$ cat config.mk
export PLATFORM = sky130hd
export DESIGN_NAME = line_raster
export DESIGN_NICKNAME = d
export VERILOG_FILES = /design/src/rtl/line_raster.sv
export SDC_FILE = /design/constraint.sdc
export NUM_CORES = 1
export LEC_CHECK = 0
export CAP_MARGIN = 0
export CORE_MARGIN = 2
export CORE_UTILIZATION = 40
export CTS_BUF_LIST = sky130_fd_sc_hd__clkbuf_8
export CTS_CLUSTER_SIZE = 30
export DETAILED_ROUTE_END_ITERATION = 10
export PLACE_DENSITY = 0.59
export SETUP_SLACK_MARGIN = 0.5
export SLEW_MARGIN = 25
export SYNTH_ARGS = -nofsm -noshare
export SYNTH_HDL_FRONTEND = slang
export SYNTH_SLANG_ARGS = --single-unit
$ cat constraint.sdc
create_clock -name clk -period 5.3 [get_ports clk]
set_input_delay 1.06 -clock clk [delete_from_list [all_inputs] [get_ports clk]]
set_output_delay 1.06 -clock clk [all_outputs]
set_load 0.01 [all_outputs]
$ cat src/rtl/line_raster.sv
// Bresenham line rasterizer: endpoint pair in, one pixel
// coordinate per cycle out, off-screen pixels skipped silently.
module line_raster #(
  parameter int COORD_W = 12,
  parameter int H_RES   = 800,
  parameter int V_RES   = 600
) (
  input  logic                      clk,
  input  logic                      rst_n,
  input  logic                      iValid,
  output logic                      oReady,
  input  logic signed [COORD_W-1:0] iX0,
  input  logic signed [COORD_W-1:0] iY0,
  input  logic signed [COORD_W-1:0] iX1,
  input  logic signed [COORD_W-1:0] iY1,
  output logic                      oPixValid,
  input  logic                      iPixReady,
  output logic signed [COORD_W-1:0] oPixX,
  output logic signed [COORD_W-1:0] oPixY,
  output logic                      oPixLast,
  output logic                      oBusy,
  output logic                      oLineDone
);

  localparam int W = COORD_W;
  localparam logic signed [W-1:0] HMAX = W'(H_RES);
  localparam logic signed [W-1:0] VMAX = W'(V_RES);

  typedef enum logic [1:0] {
    IDLE,
    SETUP,
    DRAW
  } state_t;

  state_t state, state_nxt;

  logic signed [W-1:0] x0, y0, x1, y1, x, y;
  logic        [W:0]   dx;
  logic signed [W+1:0] dy, err;
  logic                sxn, syn;

  logic signed [W:0]   ddx, ddy;
  logic        [W:0]   adx, ady;
  logic signed [W+1:0] dy_s, err_s, dxs, err_nxt;
  logic signed [W+2:0] e2;
  logic step_x, step_y, on, at_end, adv;

  assign ddx = $signed({x1[W-1], x1}) - $signed({x0[W-1], x0});
  assign ddy = $signed({y1[W-1], y1}) - $signed({y0[W-1], y0});
  assign adx = ddx[W] ? $unsigned(-ddx) : $unsigned(ddx);
  assign ady = ddy[W] ? $unsigned(-ddy) : $unsigned(ddy);
  assign dy_s  = -$signed({1'b0, ady});
  assign err_s = $signed({1'b0, adx}) + dy_s;

  // Both step decisions look at the pre-advance error term
  assign dxs    = $signed({1'b0, dx});
  assign e2     = $signed({err, 1'b0});
  assign step_x = e2 >= $signed({dy[W+1], dy});
  assign step_y = e2 <= $signed({dxs[W+1], dxs});
  assign err_nxt = err
                 + (step_x ? dy  : '0)
                 + (step_y ? dxs : '0);

  assign on = !x[W-1] && (x < HMAX)
           && !y[W-1] && (y < VMAX);
  assign at_end = (x == x1) && (y == y1);
  assign adv = (state == DRAW) && (!on || iPixReady);

  always_ff @(posedge clk or negedge rst_n) begin
    if (!rst_n) state <= IDLE;
    else        state <= state_nxt;
  end

  always_comb begin
    state_nxt = state;
    oLineDone = 1'b0;
    unique case (state)
      IDLE:  if (iValid) state_nxt = SETUP;
      SETUP: state_nxt = DRAW;
      DRAW: begin
        if (adv && at_end) begin
          state_nxt = IDLE;
          oLineDone = 1'b1;
        end
      end
      default: state_nxt = IDLE;
    endcase
  end

  always_ff @(posedge clk or negedge rst_n) begin
    if (!rst_n) begin
      x0  <= '0;
      y0  <= '0;
      x1  <= '0;
      y1  <= '0;
      x   <= '0;
      y   <= '0;
      dx  <= '0;
      dy  <= '0;
      err <= '0;
      sxn <= 1'b0;
      syn <= 1'b0;
    end else begin
      if (state == IDLE && iValid) begin
        x0 <= iX0;
        y0 <= iY0;
        x1 <= iX1;
        y1 <= iY1;
      end
      if (state == SETUP) begin
        dx  <= adx;
        dy  <= dy_s;
        err <= err_s;
        sxn <= !(x0 < x1);
        syn <= !(y0 < y1);
        x   <= x0;
        y   <= y0;
      end
      if (adv) begin
        err <= err_nxt;
        if (step_x) x <= sxn ? x - W'(1) : x + W'(1);
        if (step_y) y <= syn ? y - W'(1) : y + W'(1);
      end
    end
  end

  assign oReady    = (state == IDLE);
  assign oBusy     = (state != IDLE);
  assign oPixValid = (state == DRAW) && on;
  assign oPixLast  = oPixValid && at_end;
  assign oPixX     = x;
  assign oPixY     = y;

endmodule

### Yosys cells after proc, flatten, opt, wreduce, memory -nomap -nowiden

Cells that the tools add are included.

| cells by class | value |
|---|---|
| add/sub/neg operators | 12 |
| multiply operators | 0 |
| divide/modulo/power cells | 0 |
| order comparisons | 6 |
| eq/ne operators | 6 |
| shifts and indexed selects | 0 |
| multiplexer cells | 19 |
| bitwise logic cells | 0 |
| reduce and logical (&&, ||, !) cells | 19 |

Operators with widths:

| operator | number |
|---|---|
| two-way mux 12 bit | 8 |
| two-way mux 14 bit | 3 |
| two-way mux 13 bit | 3 |
| adder 14 bit | 2 |
| negator 13 bit | 2 |
| subtractor 12 x 12 -> 13 bit | 2 |
| adder 12 x 2 -> 12 bit (second input constant) | 2 |
| equality test 12 bit | 2 |
| < comparator 12 x 11 -> 1 bit (second input constant) | 2 |
| < comparator 12 bit | 2 |
| subtractor 12 x 2 -> 12 bit (second input constant) | 2 |
| greater-or-equal comparator 15 x 14 -> 1 bit | 1 |
| less-or-equal comparator 15 x 14 -> 1 bit | 1 |
| adder 14 x 13 -> 14 bit | 1 |
| negator 13 -> 14 bit | 1 |
| logical AND 1 bit | 9 |
| one-hot mux 2 bit (3 select lines) | 1 |
| logical NOT 1 bit | 5 |
| two-way mux 2 bit | 2 |
| nonzero test 2 bit | 2 |
| equality test 2 x 1 -> 1 bit (second input constant) | 1 |
| equality test 2 bit (second input constant) | 1 |
| logical NOT 2 bit | 1 |
| two-way mux 1 bit | 2 |
| other kinds (4) | 4 |

| word-level totals | value |
|---|---|
| register bits | 117 |
| bits in latches | 0 |
| RAM bits | 0 |
| bits in read-only memories | 0 |
| input bits | 52 |
| output and inout port bits | 29 |
| word-level logic and storage cells | 74 |
| memories | 0 |

### Logic depth before layout (Yosys ltp)

Gate-level depths: netlist of run 1.

| logic depth | value |
|---|---|
| word-level depth | 10 |
| gate-level depth with buffers | 25 |
| depth with buffers taken out | 25 |

### Worst setup path before layout of run 1

No wires, ideal clock.

| timing | value |
|---|---|
| path kind | reg-to-reg |
| start | register x1[0] |
| end | register err[13] |
| library setup time | 0.137 ns |
| arrival | 4.905 ns |
| required time | 5.163 ns |
| setup slack | 0.258 ns |
| stages on the path, launching flop included | 23 |
| buffers on the path | 0 |
| period minus slack after synthesis | 5.042 ns |
| path through | dfrtp_1 inv_1 ha_1 inv_1 fa_1 a21o_1 a21oi_1 o221ai_1 a21o_1 a21o_1 a2111o_1 o21ai_1 mux2_2 ha_1 a21o_1 a21oi_1 o21bai_1 a211o_1 a311oi_1 nor3b_1 nor3_1 xor2_1 o211ai_1 |

| between the ends | value |
|---|---|
| cells in the longest elaborated chain, start to end | 6 |

Ends and longest elaborated chain:

| item | RTL line | text |
|---|---|---|
| start: declaration | 37 | `logic signed [W-1:0] x0, y0, x1, y1, x, y;` |
| start signal: assignment | 107 | `x1 <= iX1;` |
| subtractor 12 x 12 -> 13 bit * | 48 | `assign ddx = $signed({x1[W-1], x1}) - $signed({x0[W-1], x0});` |
| negator 13 bit | 50 | `assign adx = ddx[W] ? $unsigned(-ddx) : $unsigned(ddx);` |
| two-way mux 13 bit * | 50 |  |
| named net adx[1] | 43 | `logic [W:0] adx, ady;` |
| adder 14 bit * | 53 | `assign err_s = $signed({1'b0, adx}) + dy_s;` |
| two-way mux 14 bit * | 110 | `if (state == SETUP) begin` |
| two-way mux 14 bit * | 119 | `if (adv) begin` |
| end signal: assignment | 113 | `err <= err_s;` |
| end signal: assignment | 120 | `err <= err_nxt;` |
| end: declaration | 39 | `logic signed [W+1:0] dy, err;` |

Mark *: on every way through the listed nets, which the timed path passes. The rest lies on a longest branch. The select of a mux whose other input is x is not followed.
A chain may end at the register's enable or synchronous reset.

### Worst setup path in the final report of run 1

| timing | value |
|---|---|
| start | register y0[0] |
| end | register err[13] |

| between the ends | value |
|---|---|
| cells in the longest elaborated chain, start to end | 7 |

Ends and longest elaborated chain:

| item | RTL line | text |
|---|---|---|
| start: declaration | 37 |  |
| start signal: assignment | 106 | `y0 <= iY0;` |
| subtractor 12 x 12 -> 13 bit * | 49 | `assign ddy = $signed({y1[W-1], y1}) - $signed({y0[W-1], y0});` |
| negator 13 bit | 51 | `assign ady = ddy[W] ? $unsigned(-ddy) : $unsigned(ddy);` |
| two-way mux 13 bit * | 51 |  |
| negator 13 -> 14 bit * | 52 | `assign dy_s = -$signed({1'b0, ady});` |
| named net dy_s[7] | 44 | `logic signed [W+1:0] dy_s, err_s, dxs, err_nxt;` |
| adder 14 bit * | 53 |  |
| two-way mux 14 bit * | 110 |  |
| two-way mux 14 bit * | 119 |  |

Marked as above.

==> results of run 1 <==
-- stage by stage --
stage               total power [mW]  area (um^2)
floorplan                      0.910        10100
global placement               0.967        11300
detailed placement             0.968        11300
CTS                             1.76        11800
global route                    1.80        12200
finish                          1.74        12200
-- cell families after synthesis --
group | count (synthesis) | synth area share, %
simple gates | 332 | 15.9
compound gates | 288 | 19.1
buf+inv | 136 | 5.17
fa+ha+maj | 118 | 16.1
flops | 117 | 29.1
xor+xnor | 100 | 8.99
mux | 51 | 5.62
-- worst register-to-register path, cell delays in order (launching register included) --
cell and delay, ns:
dfrtp_1 0.42, ha_1 0.26, fa_2 0.57, ha_1 0.21, and2_4 0.22, nor2_1 0.06
or3_4 0.36, a2111oi_4 0.37, a211oi_4 0.10, nand2b_4 0.16, mux2_4 0.29, a21oi_2 0.16
ha_1 0.31, a31o_2 0.28, a311oi_4 0.35, nor3b_2 0.10, nor3_2 0.19, xor2_1 0.17
o211ai_1 0.09
-- registers in the layout, summed over array words and instances (netlist names) --
| signal | count |
|---|---|
| dx | 13 |
| dy | 14 |
| err | 14 |
| oPixX | 12 |
| oPixY | 12 |
| state | 2 |
| sxn | 1 |
| syn | 1 |
| x0 | 12 |
| x1 | 12 |
| y0 | 12 |
| y1 | 12 |
-- worst paths after layout --
check / end / cells past startpoint / slack, ns / start
setup / recovery: err[13] / 18 / 0.49 / y0[0]
hold / removal: dx[7] / 1 / 0.51 / dx[7]
setup reg to reg: err[13] / 18 / 0.49 / y0[0]
hold reg to reg: dx[7] / 1 / 0.51 / dx[7]
max in group asynchronous: dy[10] / 2 / 3.60 / rst_n
min in group asynchronous: state[0] / 1 / 0.62 / rst_n
-- final cells by class --
class,count,area (um^2)
inverters,96,360
multi-input cells,889,6960
flip-flops and latches,117,2930
clock buffers,17,234
fillers,2499,12800
repair buffers,129,1170
clock inverters,15,123
well taps,330,413
-- metal layers --
layer / global-route usage [%] / routed length (um) / up-vias
met4: 4.99 / 550 / 0
met2: 35.1 / 13100 / 177
met3: 3.36 / 1020 / 36
met1: 30.2 / 13500 / 4278
met5: 0 / 0 / -
li1: - / - / 4244
-- power groups by stage --
stage | registers, mW | clock network [mW] | logic (mW)
2_1_floorplan | 0.910 | 0 | 0.000361
3_3_place_gp | 0.910 | 0 | 0.0579
3_5_place_dp | 0.910 | 0 | 0.0579
4_1_cts | 0.892 | 0.806 | 0.0580
5_1_grt | 0.892 | 0.846 | 0.0624
6_report | 0.892 | 0.791 | 0.0563
-- cells in the mapped netlist, types with 20 or more instances --
library cell  number  area [um^2]
dfrtp_1          117         2930
nand2_1          106          398
ha_1              99         1240
inv_1             96          360
o21ai_0           86          430
nor2_1            81          304
xnor2_1           69          604
a21oi_1           52          260
mux2_2            40          450
clkbuf_1          33          124
xor2_1            28          245
a21o_1            26          195
nand3_1           24          120
and2_1            20          125
-- what timing repair did --
action / in CTS / in global routing
resized for setup: 18 / 52
cloned: 0 / 1
buffers inserted: 8 / 17
endpoints found under the setup margin: 7 / 7
pin swaps: 22 / 62
==> qor.txt, run 1 <==
Hold Violations, Final = 0
Total Routing Usage GR = 21.5%
CORE AREA = 25000 um^2
minimum clock period after layout = 4.81 ns
GRT Residual Overflow = 0
Chip Height = 163 um
Worst Max-Slew Pin Slew = 0.988 ns
final routed wire length divided by cell count = 17.7 um
library cells used by synthesis = 77
switching part of the total power = 27.6%
final setup slack of the worst path = 0.490 ns
Via Count = 8735
antenna-violating nets left = 0
tightest slew margin relative to the limit = 34.1%
mean area per synthesized cell = 8.81 um^2
final cycle utilization of the critical path = 90.8%
clock group share of total power = 45.5%
Total Neg Setup Slack = 0 ns
overall die area = 26400 um^2
hold bufs inserted after CTS = 0
max-slew violations = 0
list of cells traversed by the critical path = ha_1, fa_2, ha_1, and2_4, nor2_1, or3_4, a2111oi_4, a211oi_4, nand2b_4, mux2_4, a21oi_2, ha_1, a31o_2, a311oi_4, nor3b_2, nor3_2, xor2_1, o211ai_1
Arrival @ worst endpoint = 5.11 ns
Ant. Diodes = 0
PwrDens = 143 nW/um^2
antenna violations before repair = 0
number of global-route vias before repair = 8397
combinational share of power = 3.2%
iteration count of the initial detailed-routing pass = 4
Internal Dissipation = 1.26 mW
starting density of the core = 40.3%
data required time of the worst path = 5.60 ns
cell at the root of the clock tree = clkbuf_8
worst setup skew after layout = 0.0208 ns
largest net degree at the start of global routing = 78
total wirelength of the detailed-routed design = 28.1 mm
flops & latches, synth = 117
later-pin clock latency in the skew report = 0.46 ns
most used flip-flop cell after synthesis = dfrtp_1
cell family with most CP delay = adder cells
cts bufs inserted = 17
classification of the worst setup path = reg2reg
Die Span X = 163 um
Max Root-Sink Buffers = 2
buffering stage count on the worst path with inverters included = 0
nature of the critical path startpoint = register
Via-to-Cell Ratio = 5.48
fmax = 0.208 GHz
status = finished, final reports clean
Boundary Pins = 81
number of nets at the end of the flow = 1420
Synth Cell Area = 10100 um^2
cell count after synthesis = 1142
hpwl dp = 21.2 mm
Sink Count = 117
Worst-path clk slew = 0.08 ns
layout cell share with drive strength beyond 1 = 16.4%
EDFF count, synth = 0
maximum vdd drop = 0.000129 V
# setup viols final = 0
Net Count, Synth = 1312
yosys synthesis warning count = 0
critical path's slowest cell = fa_2
most frequent standard cell in the layout excluding fill and tap cells = dfrtp_1
sequential element share of the synthesized area = 29.1%
delay contributed by the slowest stage of the critical path = 0.57 ns
Async SR Flop Fraction = 100%
reported leakage power = 5.41 nW
DRC violations left = 0
number of input and output port buffers inserted = 80
maxcap violations = 0
number of levels in the clock H-tree = 4
most used cells in the layout excluding fill and tap cells = dfrtp_1 (117), nand2_1 (106), ha_1 (93)
global-route wire length before repair = 44.9 mm
clock tree from TritonCTS = built
worst setup timing slack at the placement stage = 0.159 ns
iteration-0 DRC count of the detailed router = 466
utilization of the core after routing = 48.8%
relative contribution of sequential cells to total power = 51.3%
area delta synth->final = 21.2%
RSZ-0062 raised after global routing = true
number of placed cells counting well taps = 1535
most used cell along the critical path = ha_1
Site Rows = 58
Worst Hold Class = reg2reg
Switching Power = 480 uW
post-route worst hold slack = 0.514 ns
Max Fanout on Critical Path = 7
placer's final routability congestion estimate = 0.898
Final Non-Filler Cells = 1593
element type at the critical path end = register
(Power assumes the default switching activity.)
==> inputs of run 2 (changes only) <==
--- a/config.mk
+++ b/config.mk
@@ -11,7 +11,7 @@
 export CTS_BUF_LIST = sky130_fd_sc_hd__clkbuf_8
 export CTS_CLUSTER_SIZE = 30
 export DETAILED_ROUTE_END_ITERATION = 10
-export PLACE_DENSITY = 0.59
+export PLACE_DENSITY = 0.56
 export SETUP_SLACK_MARGIN = 0.5
 export SLEW_MARGIN = 25
 export SYNTH_ARGS = -nofsm -noshare
==> constraint.sdc (replaced) <==
create_clock -name clk -period 5.55 [get_ports clk]
set_input_delay 1.11 -clock clk [delete_from_list [all_inputs] [get_ports clk]]
set_output_delay 1.11 -clock clk [all_outputs]
set_load 0.01 [all_outputs]
==> qor.txt, run 2 (synthesis results as in run 1) <==
nature of the critical path startpoint = register (unchanged)
GRT Residual Overflow = 0 (unchanged)
startpoint of the worst register-to-register path = err[0] (was y0[0])
DRC violations left = 0 (unchanged)
max-slew violations = 0 (unchanged)
Total Neg Setup Slack = 0 ns (unchanged)
Die Span X = 163 um (unchanged)
register area = 2930 um^2 (unchanged)
Via Count = 8457 (was 8735)
Worst Hold Class = in2async (was reg2reg)
hold bufs inserted after CTS = 0 (unchanged)
registers with the highest flip-flop counts = dy: 14 flops, err: 14 flops, dx: 13 flops (unchanged)
tightest slew margin relative to the limit = 34.4% (was 34.1%)
Chip Height = 163 um (unchanged)
Worst Max-Slew Pin Slew = 0.983 ns (was 0.988 ns)
reported leakage power = 5.32 nW (was 5.41 nW)
number of input and output port buffers inserted = 80 (unchanged)
classification of the worst setup path = reg2reg (unchanged)
later-pin clock latency in the skew report = 0.46 ns (about the same)
clock tree from TritonCTS = built (unchanged)
overall power = 1.84 mW (was 1.74 mW)
Ant. Diodes = 0 (unchanged)
status = finished, final reports clean (unchanged)
element type at the critical path end = register (unchanged)
Via-to-Cell Ratio = 5.38 (was 5.48)
number of nets at the end of the flow = 1399 (was 1420)
iteration-0 DRC count of the detailed router = 467 (was 466)
Sink Count = 117 (unchanged)
number of global-route vias before repair = 8437 (was 8397)
RSZ-0062 raised after global routing = true (unchanged)
worst setup skew after layout = 0.0198 ns (was 0.0208 ns)
# setup viols final = 0 (unchanged)
final cycle utilization of the critical path = 87.7% (was 90.8%)
minimum clock period after layout = 4.87 ns (was 4.81 ns)
global-route wire length before repair = 45.0 mm (was 44.9 mm)
fill count = 2467 (was 2499)
PwrDens = 153 nW/um^2 (was 143 nW/um^2)
hpwl dp = 21.3 mm (was 21.2 mm)
maximum vdd drop = 0.000136 V (was 0.000129 V)
Max Fanout on Critical Path = 7 (unchanged)
total wirelength of the detailed-routed design = 28.0 mm (was 28.1 mm)
number of levels in the clock H-tree = 4 (unchanged)
CORE AREA = 25000 um^2 (unchanged)
Worst-path clk slew = 0.09 ns (was 0.08 ns)
area of the multi-input gates = 6870 um^2 (was 6960 um^2)
largest net degree at the start of global routing = 51 (was 78)
Site Rows = 58 (unchanged)
iteration count of the initial detailed-routing pass = 8 (was 4)
overall die area = 26400 um^2 (unchanged)
CP Launch Point = err[0] (was y0[0])
Arrival @ worst endpoint = 5.23 ns (was 5.11 ns)
most used cells in the layout excluding fill and tap cells = dfrtp_1 (117), nand2_1 (105), inv_1 (94) (was dfrtp_1 (117), nand2_1 (106), ha_1 (93))
starting density of the core = 40.3% (unchanged)
Hold Violations, Final = 0 (unchanged)
length in cells of the worst reg-to-reg path = 24 (was 18)
layout cell share with drive strength beyond 1 = 13.9% (was 16.4%)
cts bufs inserted = 17 (unchanged)
Max Root-Sink Buffers = 2 (unchanged)
final routed wire length divided by cell count = 17.8 um (was 17.7 um)
placer's final routability congestion estimate = 0.866 (was 0.898)
most frequent standard cell in the layout excluding fill and tap cells = dfrtp_1 (unchanged)
antenna violations before repair = 0 (unchanged)
fmax = 0.205 GHz (was 0.208 GHz)
maxcap violations = 0 (unchanged)
Total Routing Usage GR = 21.7% (was 21.5%)
antenna-violating nets left = 0 (unchanged)
Boundary Pins = 81 (unchanged)
cell at the root of the clock tree = clkbuf_8 (unchanged)
data required time of the worst path = 5.91 ns (was 5.60 ns)
area delta synth->final = 19.7% (was 21.2%)
[run 2: report_power, final]
group / total (mW) / switching [mW] / internal [mW] / leakage, nW
Clock: 0.933 / 0.389 / 0.543 / 0.222
Combinational: 0.0548 / 0.0228 / 0.0321 / 3.74
Sequential: 0.852 / 0 / 0.852 / 1.36
[run 2: final timing paths]
check                      endpoint  slack, ns
max                         err[13]       0.68
min                           y1[2]       0.51
max reg2reg                 err[13]       0.68
min reg2reg                   dx[3]       0.51
max in group asynchronous    err[1]       4.06
min in group clk              dx[3]       0.51
[run 2: layout make-up]
| class | instances | area share (%) |
|---|---|---|
| well taps | 330 | 3.43 |
| clock inverters | 13 | 1.72 |
| multi-input cells | 889 | 57.1 |
| repair buffers | 108 | 8.44 |
| inverters | 96 | 2.99 |
| flip-flops and latches | 117 | 24.3 |
| clock buffers | 18 | 2.06 |
[run 2: through the flow]
step	setup slack, ns	area [um^2]	hold slack (ns)	std cells	util [%]
final	0.684	12000	0.507	1571	48.2
after global routing	0.366	12000	0.522	1571	48.2
after CTS	0.503	11800	0.495	1565	47.3
after detailed placement	0.219	11300	0.496	1534	45.2
after global placement	0.198	11300	0.490	1534	45.2
after floorplan	0.508	10100	0.464	1142	-
[run 2: layer usage]
layer,global-route usage (%),wire length (um)
met1,30.5,13700
met2,35.4,13000
met3,3.13,881
met4,5.31,407
met5,0,0
[run 2: what timing repair did]
| action | CTS | global route |
|---|---|---|
| gates cloned | 0 | 1 |
| setup buffers | 0 | 5 |
| resized for setup | 18 | 43 |
| setup endpoints to repair | 7 | 7 |
| pin swaps | 4 | 31 |
[run 2: critical path, stage by stage (launching register included)]
cell and delay [ns]:
dfrtp_1 0.43, ha_4 0.25, nor2b_4 0.11, o21a_1 0.19
o21ai_2 0.16, a21oi_2 0.08, o31ai_1 0.23, buf_4 0.18
a31oi_4 0.09, buf_6 0.18, and2_4 0.16, fa_1 0.48
ha_2 0.19, inv_2 0.04, fa_2 0.41, nor2b_2 0.14
o21ai_2 0.08, a21oi_2 0.18, o41a_1 0.20, nand4_1 0.15
nand3_1 0.12, o211ai_1 0.11, xnor2_1 0.17, or3_1 0.36
o211ai_1 0.10
